--- src/rtl/stream_decipher.sv ---
// Framed LFSR stream decipher: regenerates the keystream from a 16-bit key and XORs it with
// incoming ciphertext. Valid/ready on both sides with a single registered output stage.
module stream_decipher #(
  parameter int unsigned FRAME_LEN = 16,
  parameter logic [15:0] ZERO_SEED = 16'hACE1
) (
  input  logic       clk,
  input  logic       rst,
  input  logic       ena,
  input  logic       key_load,
  input  logic [7:0] key_in,
  input  logic       in_valid,
  output logic       in_ready,
  input  logic       in_sof,
  input  logic [7:0] in_data,
  output logic       out_valid,
  input  logic       out_ready,
  output logic [7:0] out_data,
  output logic       out_eof,
  output logic       locked,
  output logic       drop
);

  localparam logic [15:0] LfsrMask  = 16'hB400;
  localparam logic [7:0]  FrameLenB = 8'(FRAME_LEN);

  typedef enum logic [1:0] {StNoKey, StKeyed, StStream} state_e;

  state_e      state_q, state_d;
  logic [15:0] key_q, key_d;
  logic        kptr_q, kptr_d;
  logic [15:0] lfsr_q, lfsr_d;
  logic [7:0]  cnt_q, cnt_d;
  logic        out_valid_q, out_valid_d;
  logic [7:0]  out_data_q, out_data_d;
  logic        out_eof_q, out_eof_d;
  logic        drop_q, drop_d;

  logic        accept;
  logic        take;
  logic [15:0] seed;
  logic [15:0] base;
  logic [7:0]  cnt_inc;

  // Eight single-bit Galois steps (right shift) per accepted byte.
  function automatic logic [15:0] lfsr_step8(input logic [15:0] s);
    logic [15:0] r;
    r = s;
    for (int i = 0; i < 8; i++) begin
      r = r[0] ? ((r >> 1) ^ LfsrMask) : (r >> 1);
    end
    return r;
  endfunction

  assign seed     = (key_q == 16'h0000) ? ZERO_SEED : key_q;
  // key_load blocks acceptance so a key reload never races a data byte.
  assign in_ready = ena & ~key_load & (state_q != StNoKey) & (~out_valid_q | out_ready);
  assign accept   = in_valid & in_ready;

  always_comb begin
    state_d     = state_q;
    key_d       = key_q;
    kptr_d      = kptr_q;
    lfsr_d      = lfsr_q;
    cnt_d       = cnt_q;
    out_valid_d = out_valid_q;
    out_data_d  = out_data_q;
    out_eof_d   = out_eof_q;
    drop_d      = 1'b0;
    take        = 1'b0;
    base        = seed;
    cnt_inc     = 8'd1;

    if (ena) begin
      if (out_ready) begin
        out_valid_d = 1'b0;
      end

      if (key_load) begin
        if (state_q == StNoKey && kptr_q) begin
          key_d[15:8] = key_in;
          kptr_d      = 1'b0;
          state_d     = StKeyed;
        end else begin
          key_d[7:0] = key_in;
          kptr_d     = 1'b1;
          state_d    = StNoKey;
          cnt_d      = 8'd0;
        end
      end else if (accept) begin
        if (in_sof) begin
          take = 1'b1;
        end else if (state_q == StStream) begin
          take    = 1'b1;
          base    = lfsr_q;
          cnt_inc = cnt_q + 8'd1;
        end else begin
          drop_d = 1'b1;
        end
      end

      if (take) begin
        out_valid_d = 1'b1;
        out_data_d  = in_data ^ base[7:0];
        lfsr_d      = lfsr_step8(base);
        if (cnt_inc == FrameLenB) begin
          out_eof_d = 1'b1;
          cnt_d     = 8'd0;
          state_d   = StKeyed;
        end else begin
          out_eof_d = 1'b0;
          cnt_d     = cnt_inc;
          state_d   = StStream;
        end
      end
    end
  end

  always_ff @(posedge clk) begin
    if (rst) begin
      state_q     <= StNoKey;
      key_q       <= 16'h0000;
      kptr_q      <= 1'b0;
      lfsr_q      <= 16'h0000;
      cnt_q       <= 8'd0;
      out_valid_q <= 1'b0;
      out_data_q  <= 8'h00;
      out_eof_q   <= 1'b0;
      drop_q      <= 1'b0;
    end else begin
      state_q     <= state_d;
      key_q       <= key_d;
      kptr_q      <= kptr_d;
      lfsr_q      <= lfsr_d;
      cnt_q       <= cnt_d;
      out_valid_q <= out_valid_d;
      out_data_q  <= out_data_d;
      out_eof_q   <= out_eof_d;
      drop_q      <= drop_d;
    end
  end

  assign out_valid = out_valid_q;
  assign out_data  = out_data_q;
  assign out_eof   = out_eof_q;
  assign drop      = drop_q;
  assign locked    = (state_q == StStream);

endmodule

--- config.mk ---
export PLATFORM = sky130hd
export DESIGN_NAME = stream_decipher
export DESIGN_NICKNAME = d
export VERILOG_FILES = /design/src/rtl/stream_decipher.sv
export SDC_FILE = /design/constraint.sdc
export NUM_CORES = 1
export LEC_CHECK = 0
export ABC_AREA = 1
export CORE_MARGIN = 5
export CORE_UTILIZATION = 56
export CTS_CLUSTER_DIAMETER = 120
export DETAILED_ROUTE_END_ITERATION = 10
export PLACE_DENSITY = 0.8
export SLEW_MARGIN = 10
export SYNTH_ARGS = -nofsm -noshare
export SYNTH_HDL_FRONTEND = slang
export SYNTH_SLANG_ARGS = --single-unit
--- constraint.sdc ---
create_clock -name clk -period 2.05 [get_ports clk]
set_clock_uncertainty 0.15 [all_clocks]
set_input_delay 0.5125 -clock clk [delete_from_list [all_inputs] [get_ports clk]]
set_output_delay 0.5125 -clock clk [all_outputs]
set_load 0.1 [all_outputs]
==> results of run 1 <==
[cell type report]
| class | instances | area, um^2 | share of cell area |
|---|---|---|---|
| timing repair buffer | 85 | 901 | 0.212 |
| clock inverter | 3 | 25.0 | 0.00590 |
| sequential | 54 | 1090 | 0.257 |
| clock buffer | 5 | 68.8 | 0.0162 |
| multi-input combinational | 357 | 1800 | 0.424 |
| inverter | 67 | 265 | 0.0625 |
| tap | 72 | 90.1 | 0.0212 |
[state kept, by name, indices dropped and copies added (netlist names)]
signal     flops
out_data       8
lfsr_q        16
state_q        2
cnt_q          8
kptr_q         1
out_eof        1
key_q         16
out_valid      1
drop           1
[where the power goes]
| part | internal [uW] | switching [uW] |
|---|---|---|
| Clock | 248 | 387 |
| Combinational | 200 | 317 |
| Sequential | 1070 | 15.8 |
| Total | 1520 | 720 |
[cell families after synthesis]
| group | count (synthesis) | synth area share |
|---|---|---|
| fa+ha+maj | 1 | 0.00400 |
| xor+xnor | 10 | 0.0280 |
| compound gates | 89 | 0.155 |
| flops | 54 | 0.345 |
| buf+inv | 85 | 0.112 |
| simple gates | 255 | 0.355 |
[metrics by stage]
step / worst slack (ns) / power, uW / TNS (ns) / hold slack [ns]
floorplan: 0.0102 / 1420 / 0 / 0.291
global placement: -0.449 / 1570 / -12.80 / 0.306
detailed placement: -0.499 / 1580 / -14.38 / 0.327
CTS: 0.0124 / 2190 / 0 / 0.343
global route: -0.0134 / 2340 / -0.0499 / 0.356
finish: 0.0783 / 2240 / 0 / 0.341
[worst reg2reg max path, stage by stage (launching register included)]
cell	delay, ns
dfxtp_4	0.40
inv_4	0.04
nand2_2	0.07
nand3_2	0.10
buf_6	0.13
nor2_4	0.15
buf_6	0.13
nand2_1	0.06
nand2_2	0.15
buf_6	0.14
nand2_1	0.06
nand2_2	0.08
nand2_1	0.07
nand3_2	0.08
nand2_1	0.06
inv_1	0.04
[worst max path at each step]
stage | start | end | slack [ns]
after global routing | state_q[1] | lfsr_q[10] | -0.01
after floorplan | state_q[1] | lfsr_q[9] | 0.01
after detailed placement | ena | lfsr_q[10] | -0.50
after CTS | ena | in_ready | 0.01
final | out_ready | in_ready | 0.08
after global placement | ena | out_eof | -0.45
[cells in the final DEF (no fill, tap or decap), drive strengths merged]
cell and n:
clkdlybuf4s50 17, o21ai 35, nand4 1, or2 1
xor2 7, nor2 50, and3 2, nor3 3
dlymetal6s2s 1, o21bai 6, o21a 3, nand2 170
ha 1, clkinvlp 2, o22ai 1, a21oi 39
nand3 29, dlygate4sd2 2, buf 63, clkinv 2
inv 66, xnor2 3, a211oi 2, dfxtp 54
nand3b 1, a31oi 2, o211ai 1, clkbuf 7
[metal layers]
metal,global-route usage,routed length (um)
met1,0.299,3680
met2,0.396,4250
met3,0.0343,584
met4,0.0432,135
met5,0,0
[what timing repair did]
action,in CTS,in global routing
resized for setup,11,41
hold endpoints to repair,0,0
buffers inserted,1,9
pin swaps,2,15
gates cloned,0,2
endpoints found under the setup margin,31,32
==> flow_summary.json, run 1 <==
{
  "power.leakage_uw": 0.00204,
  "hold_class": "reg -> reg",
  "holdPathEnd": "kptr_q",
  "clock_path_buffers": 2,
  "irDropWorstVdd_uv": 503,
  "fin_cells": 643,
  "slew_headroom": 0.796,
  "worst_r2r_path_depth": 15,
  "fin_crit_ns": 1.97,
  "layout.nets": 594,
  "end_kind": "output port",
  "drtIter0Drc": 241,
  "path_class": "in -> out",
  "grt_pass1_wl_mm": 13.6,
  "yosysUniqueCellTypes": 37,
  "port_buffers": 35,
  "routed_wirelength_mm": 8.65,
  "outcome": "finished, final reports clean",
  "vias_per_cell": 5.34,
  "antenna_found_initial": 0,
  "clkTransAtPathRegs_ns": 0.11,
  "drtAntennaViolNets": 0,
  "yosysMostFrequentCell": "nand2_1",
  "async_flop_share": 0,
  "ys.flop_type": "dfxtp_1",
  "cts-buffers-inserted": 5,
  "die_y_um": 84.8,
  "grt_max_degree": 30,
  "power_density_nw_per_um2": 527,
  "yosys.area.top_type": "dfxtp_1",
  "wl_per_cell_um": 13.4,
  "crit_buf_inv": 5,
  "path_delay_family": "buffers and inverters",
  "yosys_register_bits": 54,
  "pin_count": 36,
  "place_hpwl_mm": 6.07,
  "core_um2": 5470,
  "hold_depth": 2,
  "clock_sinks": 54,
  "die_x_um": 84.8,
  "final_util": 0.775,
  "ys_seq_area_frac": 0.345,
  "cp.required_ns": 1.39,
  "crit_path_start_kind": "primary input",
  "grt_overflow": 0,
  "cts_tree": "built",
  "synthesis.area_um2": 3130,
  "gp_congestion": 0.925,
  "start_util": 0.572,
  "cp.depth": 7,
  "synth.area.top_cells": "dfxtp_1 35%, nand2_1 19%, inv_1 7.6%, a21oi_1 6.1%, o21ai_0 5.0%",
  "worstReg2RegStart": "state_q[1]",
  "synth_edf_count": 0,
  "clk_latency_ns": 0.32,
  "via_count": 3434,
  "cpPeakStageDelay_ns": 0.23,
  "r2r_slack_ns": 0.10,
  "tightest_slew_ns": 0.306,
  "setup_viol": 0,
  "synth-warning-count": 0,
  "dp.cells": 623,
  "root_buffer": "clkbuf_8",
  "synth_top_area_frac": 0.345,
  "max_freq_mhz": 507,
  "drv_slew": 0,
  "cap_violations": 0,
  "synth.net_count": 518,
  "row_count": 27,
  "num_antenna_cells": 0,
  "synth.avg_cell_area_um2": 6.34,
  "synth_top_cells_by_count": "157 x nand2_1, 63 x inv_1, 54 x dfxtp_1",
  "cp.arrival_ns": 1.31,
  "hold_viol": 0,
  "syn_inst": 494,
  "placedInstanceArea_um2": 3940,
  "dieArea_um2": 7190,
  "cpMaxStageDelayCell": "dlygate4sd2_1",
  "drt-pass1-iter-count": 5,
  "nFillCells": 415,
  "cts_htree_levels": 2,
  "crit_chain": "dlygate4sd2_1 > inv_1 > nand2_2 > nand3_2 > buf_6 > clkinvlp_4 > buf_12",
  "drcViolationCount": 0,
  "crit_fanout": 2,
  "grt_use_total": 0.227,
  "drive_gt1_frac": 0.233,
  "fin_area_um2": 4240,
  "hold_buffers": 0,
  "first_global_vias": 3041,
  "min_from": "kptr_q",
  "syn_to_final_growth_pct": 35.5,
  "finalCritPeriodShare": 0.962,
  "reg2reg_to": "lfsr_q[6]"
}
Power figures use the tool's default switching activity.
==> run 2: changes to the inputs <==
--- a/config.mk
+++ b/config.mk
@@ -11,6 +11,7 @@
 export CTS_CLUSTER_DIAMETER = 120
 export DETAILED_ROUTE_END_ITERATION = 10
 export PLACE_DENSITY = 0.8
+export SKIP_CTS_REPAIR_TIMING = 1
 export SLEW_MARGIN = 10
 export SYNTH_ARGS = -nofsm -noshare
 export SYNTH_HDL_FRONTEND = slang
==> run 2 against run 1 <==
Compared with the run above:
- the run now ends with setup timing left
- register-to-register slack improved by 0.02 ns
- critical path depth unchanged
- maximum frequency decreased by 4.1%
- setup slack got worse by 0.085 ns
- hold slack got worse by 0.00065 ns
- final cell count decreased by 1.7%
- clock power decreased by 0.6%
- sequential share of layout area increased by 0.63 points
- routed wire length decreased by 3.6%
- largest power group unchanged
- final area decreased by 2.4%
- via count decreased by 2.8%
==> flow_summary.json, run 2 (synthesis results as in run 1) <==
{
  "outcome": "finished, violations left",
  "violations": "setup timing",
  "root_buffer": "clkbuf_8",
  "fin_crit_ns": 2.06,
  "drtAntennaViolNets": 0,
  "die_x_um": 84.8,
  "pin_count": 36,
  "grt_overflow": 0,
  "cts_htree_levels": 2,
  "grt_max_degree": 30,
  "cp.required_ns": 1.39,
  "row_count": 27,
  "most-common-layout-cells": "151 x nand2_1, 60 x inv_1, 51 x dfxtp_1",
  "wl_met1_mm": 3.68,
  "dieArea_um2": 7190,
  "clk_latency_ns": 0.31,
  "end_kind": "output port",
  "path_class": "in -> out",
  "syn_to_final_growth_pct": 32.3,
  "grt_pass1_wl_mm": 13.4,
  "crit_fanout": 3,
  "die_y_um": 84.8,
  "reg2reg_to": "lfsr_q[8]",
  "hold_depth": 2,
  "drtIter0Drc": 266,
  "min_from": "kptr_q",
  "clkTransAtPathRegs_ns": 0.11,
  "cap_violations": 0,
  "wl_met2_mm": 4.08,
  "cts-buffers-inserted": 5,
  "power_density_nw_per_um2": 535,
  "pre_cts_ws_ns": -0.499,
  "vias_per_cell": 5.28,
  "layout_setup_ws_ns": -0.00627,
  "num_antenna_cells": 0,
  "cts_tree": "built",
  "place_hpwl_mm": 6.07,
  "drcViolationCount": 0,
  "gp_congestion": 0.925,
  "port_buffers": 35,
  "tightest_slew_ns": 0.303,
  "irDropWorstVdd_uv": 508,
  "crit_path_start_kind": "primary input",
  "drt-pass1-iter-count": 7,
  "fin_area_um2": 4140,
  "wl_met3_um": 484,
  "drv_slew": 0,
  "finalCritPeriodShare": 1.00,
  "first_global_vias": 3011,
  "fin_setup_tns_ns": -0.00627,
  "hold_viol": 0,
  "placedInstanceArea_um2": 3940,
  "slew_headroom": 0.798,
  "clock_sinks": 54,
  "drive_gt1_frac": 0.196,
  "mostFrequentLayoutCell": "nand2_1",
  "wl_per_cell_um": 13.2,
  "dr.max_layer_used": "met4",
  "clock_path_buffers": 2,
  "core_um2": 5470,
  "worst_r2r_path_depth": 14,
  "layout.nets": 583,
  "setup_viol": 1,
  "timing.hold.ws_ns": 0.340,
  "power.leakage_uw": 0.00201,
  "holdPathEnd": "kptr_q",
  "worstReg2RegStart": "state_q[0]",
  "reg_top3": "key_q x16, lfsr_q x16",
  "via_count": 3337,
  "start_util": 0.572,
  "cp.arrival_ns": 1.39,
  "max_freq_mhz": 486,
  "grt_use_total": 0.225,
  "routed_wirelength_mm": 8.33,
  "antenna_found_initial": 0,
  "hold_class": "reg -> reg",
  "r2r_slack_ns": 0.12
}
-- run 2: cell count changes in the layout (fill, tap and decap cells not counted), sizes merged --
cell / change
buf: -10
clkbuf: -2
dlygate4sd2: -2
dlymetal6s2s: +4
nand2: -1
-- run 2: how the worst max path moves through the flow --
stage | slack, ns | end | startpoint
floorplan | 0.01 | lfsr_q[9] | state_q[1]
global placement | -0.45 | out_eof | ena
detailed placement | -0.50 | lfsr_q[10] | ena
CTS | -0.29 | in_ready | ena
global route | -0.03 | lfsr_q[5] | key_load
finish | -0.006 | in_ready | ena
-- run 2: worst max-delay path: stages --
cell and delay, ns:
dlymetal6s2s_1 0.13, inv_1 0.09, nor2_2 0.15, nand3_4 0.10
buf_4 0.15, clkinvlp_4 0.08, buf_12 0.17
-- run 2: layer usage --
metal | vias to the layer above | track usage
met2 | 108 | 0.392
met1 | 1542 | 0.296
li1 | 1675 | -
met4 | 0 | 0.0432
met3 | 12 | 0.0343
met5 | - | 0
-- run 2: where the power goes --
group          internal, uW  total, uW  switching [uW]  leakage, uW
clock                   248        631             384    0.0000447
sequential             1070       1080            15.5     0.000440
combinational           196        501             306      0.00153
total                  1510       2220             705      0.00201
-- run 2: layout make-up --
type	instances	area [um^2]
Clock buffer	5	68.8
Clock inverter	3	25.0
Fill cell	445	1330
Inverter	67	258
Multi-Input combinational cell	356	1770
Sequential cell	54	1090
Tap cell	72	90.1
Timing Repair Buffer	75	833
-- run 2: per-stage QoR --
stage                     instances  power [uW]  utilization
after global routing            632        2330        0.757
after detailed placement        623        1580        0.720
after CTS                       631        2200        0.737
final                           632        2220        0.757
after global placement          623        1570        0.720
after floorplan                 494        1420            -
